--- src/rtl/mdu_iterative_if.sv ---
// ============================================================================
// Module : mdu_iterative_if
// Brief  : Issue/result bundle between the execute stage and mdu_iterative.
// Rev    : 1.0  initial release
// ============================================================================
`default_nettype none

interface mdu_iterative_if #(
  parameter int DATA_WIDTH = 32
);
  logic                  i_Start;
  logic [2:0]            i_Op;
  logic [DATA_WIDTH-1:0] i_SrcA;
  logic [DATA_WIDTH-1:0] i_SrcB;
  logic                  i_Kill;
  logic                  i_ReadHiLoD;
  logic                  o_Busy;
  logic                  o_Done;
  logic                  o_StallD;
  logic [DATA_WIDTH-1:0] o_HI;
  logic [DATA_WIDTH-1:0] o_LO;

  modport master (
    output i_Start, i_Op, i_SrcA, i_SrcB, i_Kill, i_ReadHiLoD,
    input  o_Busy, o_Done, o_StallD, o_HI, o_LO
  );

  modport slave (
    input  i_Start, i_Op, i_SrcA, i_SrcB, i_Kill, i_ReadHiLoD,
    output o_Busy, o_Done, o_StallD, o_HI, o_LO
  );
endinterface

`default_nettype wire

--- src/rtl/mdu_iterative.sv ---
// ============================================================================
// Module : mdu_iterative
// Brief  : Iterative MULT/MULTU/DIV/DIVU/MTHI/MTLO unit with HI/LO registers.
//          Optional macro MDU_EARLY_OUT_EN: multiply finishes once the
//          remaining multiplier bits are all zero.
// Rev    : 1.0  initial release
// ============================================================================
`default_nettype none

module mdu_iterative #(
  parameter int DATA_WIDTH = 32,
  parameter int CNT_WIDTH  = $clog2(DATA_WIDTH) + 1
) (
  input  wire logic         i_CLK,
  input  wire logic         i_RST,
  mdu_iterative_if.slave    bus
);

  localparam logic [1:0] c_IDLE = 2'd0;
  localparam logic [1:0] c_ITER = 2'd1;
  localparam logic [1:0] c_POST = 2'd2;

  localparam logic [2:0] c_OP_MTHI = 3'b100;
  localparam logic [2:0] c_OP_MTLO = 3'b101;

  localparam int c_W = DATA_WIDTH;

  logic [1:0]          r_state;
  logic [CNT_WIDTH-1:0] r_cnt;
  logic                r_is_div;
  logic                r_neg_res;
  logic                r_neg_rem;
  logic                r_div0;
  logic [2*c_W-1:0]    r_a;
  logic [c_W-1:0]      r_b;
  logic [2*c_W-1:0]    r_acc;
  logic [c_W-1:0]      r_hi;
  logic [c_W-1:0]      r_lo;
  logic                r_done;

  logic                w_busy;
  logic                w_is_muldiv;
  logic                w_signed;
  logic                w_a_neg;
  logic                w_b_neg;
  logic [c_W-1:0]      w_a_abs;
  logic [c_W-1:0]      w_b_abs;
  logic [c_W:0]        w_trial;
  logic [c_W-1:0]      w_b_next;
  logic                w_last;
  logic [2*c_W-1:0]    w_prod;
  logic [c_W-1:0]      w_quot;
  logic [c_W-1:0]      w_rem;

  assign w_busy      = (r_state != c_IDLE);
  assign w_is_muldiv = ~bus.i_Op[2];
  assign w_signed    = ~bus.i_Op[0];
  assign w_a_neg     = w_signed & bus.i_SrcA[c_W-1];
  assign w_b_neg     = w_signed & bus.i_SrcB[c_W-1];
  assign w_a_abs     = w_a_neg ? -bus.i_SrcA : bus.i_SrcA;
  assign w_b_abs     = w_b_neg ? -bus.i_SrcB : bus.i_SrcB;

  // Restoring step: the bit shifted out of the remainder joins the trial.
  assign w_trial  = r_a[2*c_W-1:c_W-1] - {1'b0, r_b};
  assign w_b_next = r_b >> 1;

`ifdef MDU_EARLY_OUT_EN
  assign w_last = (r_cnt == CNT_WIDTH'(1)) | (~r_is_div & (w_b_next == '0));
`else
  assign w_last = (r_cnt == CNT_WIDTH'(1));
`endif

  assign w_prod = r_neg_res ? -r_acc : r_acc;
  assign w_quot = r_neg_res ? -r_a[c_W-1:0] : r_a[c_W-1:0];
  // With a zero divisor the remainder ends as |SrcA|; restoring its sign
  // reproduces SrcA exactly, including the most-negative value.
  assign w_rem  = r_neg_rem ? -r_a[2*c_W-1:c_W] : r_a[2*c_W-1:c_W];

  always_ff @(posedge i_CLK) begin
    if (!i_RST) begin
      r_state   <= c_IDLE;
      r_cnt     <= '0;
      r_is_div  <= 1'b0;
      r_neg_res <= 1'b0;
      r_neg_rem <= 1'b0;
      r_div0    <= 1'b0;
      r_a       <= '0;
      r_b       <= '0;
      r_acc     <= '0;
      r_hi      <= '0;
      r_lo      <= '0;
      r_done    <= 1'b0;
    end else begin
      r_done <= 1'b0;
      case (r_state)
        c_IDLE: begin
          if (bus.i_Start && !bus.i_Kill) begin
            if (w_is_muldiv) begin
              r_is_div  <= bus.i_Op[1];
              r_neg_res <= w_a_neg ^ w_b_neg;
              r_neg_rem <= w_a_neg;
              r_div0    <= (bus.i_SrcB == '0);
              r_a       <= {{c_W{1'b0}}, w_a_abs};
              r_b       <= w_b_abs;
              r_acc     <= '0;
              r_cnt     <= CNT_WIDTH'(DATA_WIDTH);
              r_state   <= c_ITER;
            end else if (bus.i_Op == c_OP_MTHI) begin
              r_hi <= bus.i_SrcA;
            end else if (bus.i_Op == c_OP_MTLO) begin
              r_lo <= bus.i_SrcA;
            end
          end
        end
        c_ITER: begin
          if (bus.i_Kill) begin
            r_state <= c_IDLE;
          end else begin
            if (r_is_div) begin
              if (!w_trial[c_W])
                r_a <= {w_trial[c_W-1:0], r_a[c_W-2:0], 1'b1};
              else
                r_a <= {r_a[2*c_W-2:0], 1'b0};
            end else begin
              if (r_b[0])
                r_acc <= r_acc + r_a;
              r_a <= {r_a[2*c_W-2:0], 1'b0};
              r_b <= w_b_next;
            end
            r_cnt <= r_cnt - CNT_WIDTH'(1);
            if (w_last)
              r_state <= c_POST;
          end
        end
        c_POST: begin
          if (!bus.i_Kill) begin
            if (!r_is_div) begin
              r_hi <= w_prod[2*c_W-1:c_W];
              r_lo <= w_prod[c_W-1:0];
            end else if (r_div0) begin
              r_hi <= w_rem;
              r_lo <= '1;
            end else begin
              r_hi <= w_rem;
              r_lo <= w_quot;
            end
            r_done <= 1'b1;
          end
          r_state <= c_IDLE;
        end
        default: r_state <= c_IDLE;
      endcase
    end
  end

  assign bus.o_Busy   = w_busy;
  assign bus.o_Done   = r_done;
  assign bus.o_StallD = w_busy & (bus.i_Start | bus.i_ReadHiLoD);
  assign bus.o_HI     = r_hi;
  assign bus.o_LO     = r_lo;

endmodule

`default_nettype wire

--- src/flat_wrapper.sv ---
// flat-port wrapper written by rule: the top's interface ports become plain ports
module mdu_iterative_flat 
#(
  parameter int DATA_WIDTH = 32,
  parameter int CNT_WIDTH  = $clog2(DATA_WIDTH) + 1
)
  (i_CLK, i_RST, bus_i_Start, bus_i_Op, bus_i_SrcA, bus_i_SrcB, bus_i_Kill, bus_i_ReadHiLoD, bus_o_Busy, bus_o_Done, bus_o_StallD, bus_o_HI, bus_o_LO);
  mdu_iterative_if #(.DATA_WIDTH(DATA_WIDTH)) bus_i ();
  input  wire logic i_CLK;
  input  wire logic i_RST;
  input wire logic [$bits(bus_i.i_Start)-1:0] bus_i_Start;
  input wire logic [$bits(bus_i.i_Op)-1:0] bus_i_Op;
  input wire logic [$bits(bus_i.i_SrcA)-1:0] bus_i_SrcA;
  input wire logic [$bits(bus_i.i_SrcB)-1:0] bus_i_SrcB;
  input wire logic [$bits(bus_i.i_Kill)-1:0] bus_i_Kill;
  input wire logic [$bits(bus_i.i_ReadHiLoD)-1:0] bus_i_ReadHiLoD;
  output wire logic [$bits(bus_i.o_Busy)-1:0] bus_o_Busy;
  output wire logic [$bits(bus_i.o_Done)-1:0] bus_o_Done;
  output wire logic [$bits(bus_i.o_StallD)-1:0] bus_o_StallD;
  output wire logic [$bits(bus_i.o_HI)-1:0] bus_o_HI;
  output wire logic [$bits(bus_i.o_LO)-1:0] bus_o_LO;
  assign bus_i.i_Start = bus_i_Start;
  assign bus_i.i_Op = bus_i_Op;
  assign bus_i.i_SrcA = bus_i_SrcA;
  assign bus_i.i_SrcB = bus_i_SrcB;
  assign bus_i.i_Kill = bus_i_Kill;
  assign bus_i.i_ReadHiLoD = bus_i_ReadHiLoD;
  assign bus_o_Busy = bus_i.o_Busy;
  assign bus_o_Done = bus_i.o_Done;
  assign bus_o_StallD = bus_i.o_StallD;
  assign bus_o_HI = bus_i.o_HI;
  assign bus_o_LO = bus_i.o_LO;
  mdu_iterative #(.DATA_WIDTH(DATA_WIDTH), .CNT_WIDTH(CNT_WIDTH)) u_core (.i_CLK(i_CLK), .i_RST(i_RST), .bus(bus_i));
endmodule
--- config.mk ---
export PLATFORM = sky130hd
export DESIGN_NAME = mdu_iterative_flat
export DESIGN_NICKNAME = d
export VERILOG_FILES = /design/src/rtl/mdu_iterative_if.sv /design/src/rtl/mdu_iterative.sv /design/src/flat_wrapper.sv
export SDC_FILE = /design/constraint.sdc
export NUM_CORES = 1
export LEC_CHECK = 0
export CORE_MARGIN = 2
export CORE_UTILIZATION = 65
export DETAILED_ROUTE_END_ITERATION = 12
export PLACE_DENSITY = 0.9
export SLEW_MARGIN = 20
export SYNTH_ARGS = -nofsm -noshare
export SYNTH_HDL_FRONTEND = slang
export SYNTH_SLANG_ARGS = --single-unit
--- constraint.sdc ---
create_clock -name i_CLK -period 9.5 [get_ports i_CLK]
set_input_delay 2.375 -clock i_CLK [delete_from_list [all_inputs] [get_ports i_CLK]]
set_output_delay 2.375 -clock i_CLK [all_outputs]
set_load 0.02 [all_outputs]
==> impl_metrics.prom <==
# TYPE chip_impl_metric gauge
chip_impl_metric{name="place_hpwl",unit="µm"} 48800
chip_impl_metric{name="transition_at_the_pin_with_the_smallest_max_transition_slack",unit="ns"} 1.09
chip_impl_metric{name="dr_total_vias",unit=""} 20200
chip_impl_info{name="grt_setup_unrepaired",value="no"} 1
chip_impl_metric{name="vias_per_cell",unit=""} 6.77
chip_impl_metric{name="max_clock_freq",unit="MHz"} 165
chip_impl_metric{name="cts_hold_buf",unit=""} 0
chip_impl_metric{name="place.port_buffers",unit=""} 138
chip_impl_metric{name="yosys_warning_total",unit=""} 0
chip_impl_metric{name="row_count",unit=""} 62
chip_impl_info{name="critical-path-top-delay-family",value="buffers and inverters"} 1
chip_impl_metric{name="worst_ir_drop_vdd",unit="V"} 0.000140
chip_impl_metric{name="critical_path.n_buffers_inverters",unit=""} 2
chip_impl_metric{name="detail_route.wl_per_cell",unit="µm"} 21.7
chip_impl_metric{name="postLayoutCoreUtil",unit=""} 0.745
chip_impl_metric{name="skew",unit="ns"} 0.0233
chip_impl_metric{name="chipWidth",unit="µm"} 176
chip_impl_metric{name="setup_viol",unit=""} 0
chip_impl_metric{name="maxSlewViolCount",unit=""} 0
chip_impl_metric{name="proportion_of_synthesized_chip_area_in_sequential_cells",unit=""} 0.247
chip_impl_metric{name="cts.sinks",unit=""} 237
chip_impl_metric{name="leakagePower",unit="nW"} 8.66
chip_impl_info{name="crit_path_cell_trace",value="clkdlybuf4s50_1, o21a_1, clkdlybuf4s50_1"} 1
chip_impl_info{name="cell_at_the_slowest_stage_of_the_critical_path",value="clkdlybuf4s50_1"} 1
chip_impl_metric{name="grt_overflow",unit=""} 0
chip_impl_metric{name="grt_antenna_before_repair",unit=""} 1
chip_impl_metric{name="dieArea",unit="mm²"} 0.0309
chip_impl_metric{name="clk_path_buf_depth",unit=""} 3
chip_impl_metric{name="ys_types",unit=""} 72
chip_impl_metric{name="final_hold_viol_count",unit=""} 0
chip_impl_metric{name="post_cts_clock_slew_at_the_launch_and_capture_registers_of_the_worst_setup_and_hold_paths",unit="ns"} 0.06
chip_impl_metric{name="post_cts_buffers",unit=""} 0
chip_impl_metric{name="worst_ep_arrival_time",unit="ns"} 3.67
chip_impl_info{name="criticalPathCategory",value="input pin to output port"} 1
chip_impl_metric{name="syn-num-nets",unit=""} 2745
chip_impl_metric{name="critPathMaxFanout",unit=""} 4
chip_impl_metric{name="preCtsSetupSlack",unit="ns"} 3.48
chip_impl_metric{name="max_cap_violations",unit=""} 0
chip_impl_metric{name="clk-insertion-delay-late",unit="ns"} 0.56
chip_impl_info{name="cts-root-buf",value="clkbuf_16"} 1
chip_impl_metric{name="synth.avg_cell_area",unit="µm²"} 7.48
chip_impl_metric{name="post_synthesis_cell_count",unit=""} 2569
chip_impl_metric{name="grt_usage",unit=""} 0.408
chip_impl_info{name="synth_ff_type",value="dfxtp_1"} 1
chip_impl_metric{name="layout_setup_ws",unit="ns"} 3.45
chip_impl_info{name="status",value="complete, no violations"} 1
chip_impl_metric{name="grt_pass1_vias",unit=""} 18600
chip_impl_metric{name="synthesis.area",unit="mm²"} 0.0192
chip_impl_metric{name="area_growth_syn_to_layout",unit="%"} 12.3
chip_impl_metric{name="grt_pass1_wl",unit="µm"} 101000
chip_impl_metric{name="layout_min_cycle_time",unit="ns"} 6.05
chip_impl_metric{name="layout-drive-gt1-share",unit=""} 0.0423
chip_impl_metric{name="power_density",unit="mW/mm²"} 122
chip_impl_metric{name="synth.ff_latch_count",unit=""} 237
chip_impl_info{name="setup.worst_path.end_class",value="output port"} 1
chip_impl_metric{name="firstDrtPassIters",unit=""} 6
chip_impl_info{name="critPathMostFrequentCell",value="clkdlybuf4s50_1"} 1
chip_impl_info{name="most_frequent_standard_cell_in_the_layout_excluding_fill_and_tap_cells",value="nand2_1"} 1
chip_impl_metric{name="async_flop_share",unit=""} 0
chip_impl_metric{name="detail-route-antenna-nets",unit=""} 0
chip_impl_metric{name="num-nets-final",unit=""} 2761
chip_impl_metric{name="die_height",unit="µm"} 176
chip_impl_metric{name="edff_count_synth",unit=""} 0
chip_impl_metric{name="post_cts_resize_count",unit=""} 0
chip_impl_metric{name="cts_made_buffers",unit=""} 27
chip_impl_metric{name="fin_crit_sh",unit=""} 0.636
chip_impl_metric{name="slowest_delay",unit="ns"} 0.59
chip_impl_metric{name="placeableCoreArea",unit="mm²"} 0.0289
chip_impl_metric{name="io-pin-count",unit=""} 139
chip_impl_info{name="final_cell_mix",value="nand2_1, o21ai_0, dfxtp_1"} 1
chip_impl_metric{name="start_util",unit=""} 0.664
chip_impl_metric{name="total_power",unit="mW"} 2.64
chip_impl_metric{name="n_antenna_cell",unit=""} 0
chip_impl_metric{name="grt_start_max_net_pins",unit=""} 100
chip_impl_metric{name="gp_routability_congestion",unit=""} 1.05
chip_impl_metric{name="drt_wl_total",unit="µm"} 64700
chip_impl_metric{name="finalHoldWorstSlack",unit="ns"} 0.459
chip_impl_info{name="startpoint_type",value="input pin"} 1
chip_impl_metric{name="max-slew-margin-rel",unit=""} 0.276
chip_impl_metric{name="data_required_critical_path",unit="ns"} 7.13
chip_impl_metric{name="setup_total_negative_slack",unit="ns"} 0
chip_impl_info{name="cts_tree",value="done"} 1
chip_impl_info{name="holdCritPathClass",value="register to register"} 1
chip_impl_metric{name="cts.htree.levels",unit=""} 1
chip_impl_metric{name="drt_iter0_markers",unit=""} 2388
chip_impl_metric{name="drc",unit=""} 0
==> registers in the layout, summed over array words and instances, names as in the netlist <==
signal,flops
u_core.bus.o_LO,32
u_core.r_cnt,6
u_core.bus.o_Done,1
u_core.r_is_div,1
u_core.bus.o_HI,32
u_core.r_state,2
u_core.r_a,64
u_core.r_neg_rem,1
u_core.r_b,32
u_core.r_acc,64
u_core.r_neg_res,1
u_core.r_div0,1
==> per-stage QoR <==
step                      cell area, µm²  std cells
after global placement             20600       2939
final                              21600       2985
after global routing               21600       2985
after CTS                          21500       2984
after detailed placement           20600       2939
after floorplan                    19200       2569
==> worst paths after layout <==
kind                                     from  depth (start not counted)  slack, ns                          endpoint
max                               bus_i_Start                          3       3.45                      bus_o_StallD
min          u_core.bus.o_HI[25]$_SDFFE_PN0P_                          2       0.46  u_core.bus.o_HI[25]$_SDFFE_PN0P_
max reg2reg        u_core.r_a[0]$_SDFFE_PN0P_                         14       4.74     u_core.r_acc[58]$_SDFFE_PN0P_
min reg2reg  u_core.bus.o_HI[25]$_SDFFE_PN0P_                          2       0.46  u_core.bus.o_HI[25]$_SDFFE_PN0P_
==> synth_stat cells (18+ instances only) <==
cell type    n  share of area
nor2b_1    106          0.035
nand3_1     39          0.010
a21o_1      56          0.022
nor3_1      39          0.010
ha_1       102          0.066
a21oi_1    194          0.051
dfxtp_1    237           0.25
o31ai_1     48          0.019
nand2b_1    24         0.0078
a211oi_1    64          0.025
or3_1       40          0.013
inv_1       77          0.015
nand2_1    255          0.050
o21ai_0    254          0.066
nand4_1     38          0.012
or4_1       18         0.0070
o221ai_1    28          0.013
a31oi_1     52          0.017
nor2_1     162          0.032
xor2_1      93          0.042
mux2i_1     24          0.013
a22oi_1     30          0.012
o211ai_1    30          0.012
o41ai_1     20         0.0091
clkbuf_1   156          0.030
xnor2_1    170          0.077
==> worst reg2reg max path, cell delays in order, from the launching register on <==
cell and delay, ns:
dfxtp_1 0.46, ha_1 0.24, inv_1 0.06, fa_1 0.39
nand2b_1 0.23, a21oi_1 0.23, o2111ai_1 0.29, a211oi_1 0.40
o2111ai_1 0.20, a211oi_1 0.58, a31oi_1 0.26, o221a_2 0.34
o31ai_1 0.57, mux2_2 0.40, nand3_1 0.06
==> where the power goes <==
part           internal, mW  switching [mW]  leakage (nW)
registers              1.02          0.0335          1.92
clock network         0.711           0.432         0.467
logic                 0.178           0.263          6.27
total                  1.91           0.729          8.66
==> final cells by class <==
| class | count | area, µm² |
|---|---|---|
| multi-input cells | 2083 | 13500 |
| well taps | 384 | 480 |
| flip-flops and latches | 237 | 4750 |
| clock buffers | 34 | 742 |
| inverters | 77 | 289 |
| clock inverters | 11 | 215 |
| fillers | 2169 | 7370 |
| repair buffers | 159 | 1550 |
==> metal layers <==
layer  vias to the layer above  track usage  part of all wire  routed length (µm)
li1                       9365            -                 -                   -
met1                      9355        0.548              0.40               26100
met2                      1276        0.628              0.42               27300
met3                       224       0.0760              0.12                7600
met4                         2        0.205             0.058                3740
met5                         -            0           0.00022                  14
==> logic make-up (layout without fill, tap and decap cells) <==
kind of cell	Yosys count	in the layout	share of synthesized area
adders and majority gates	104	104	0.0685
DFF	237	237	0.247
xor gates and xnor gates	263	263	0.120
and+or+nand+nor	793	793	0.204
buffers and inverters	249	281	0.0511
AOI/OAI and AO/OA	896	896	0.296
muxes	27	27	0.0143
Power figures use the tool's default switching activity.
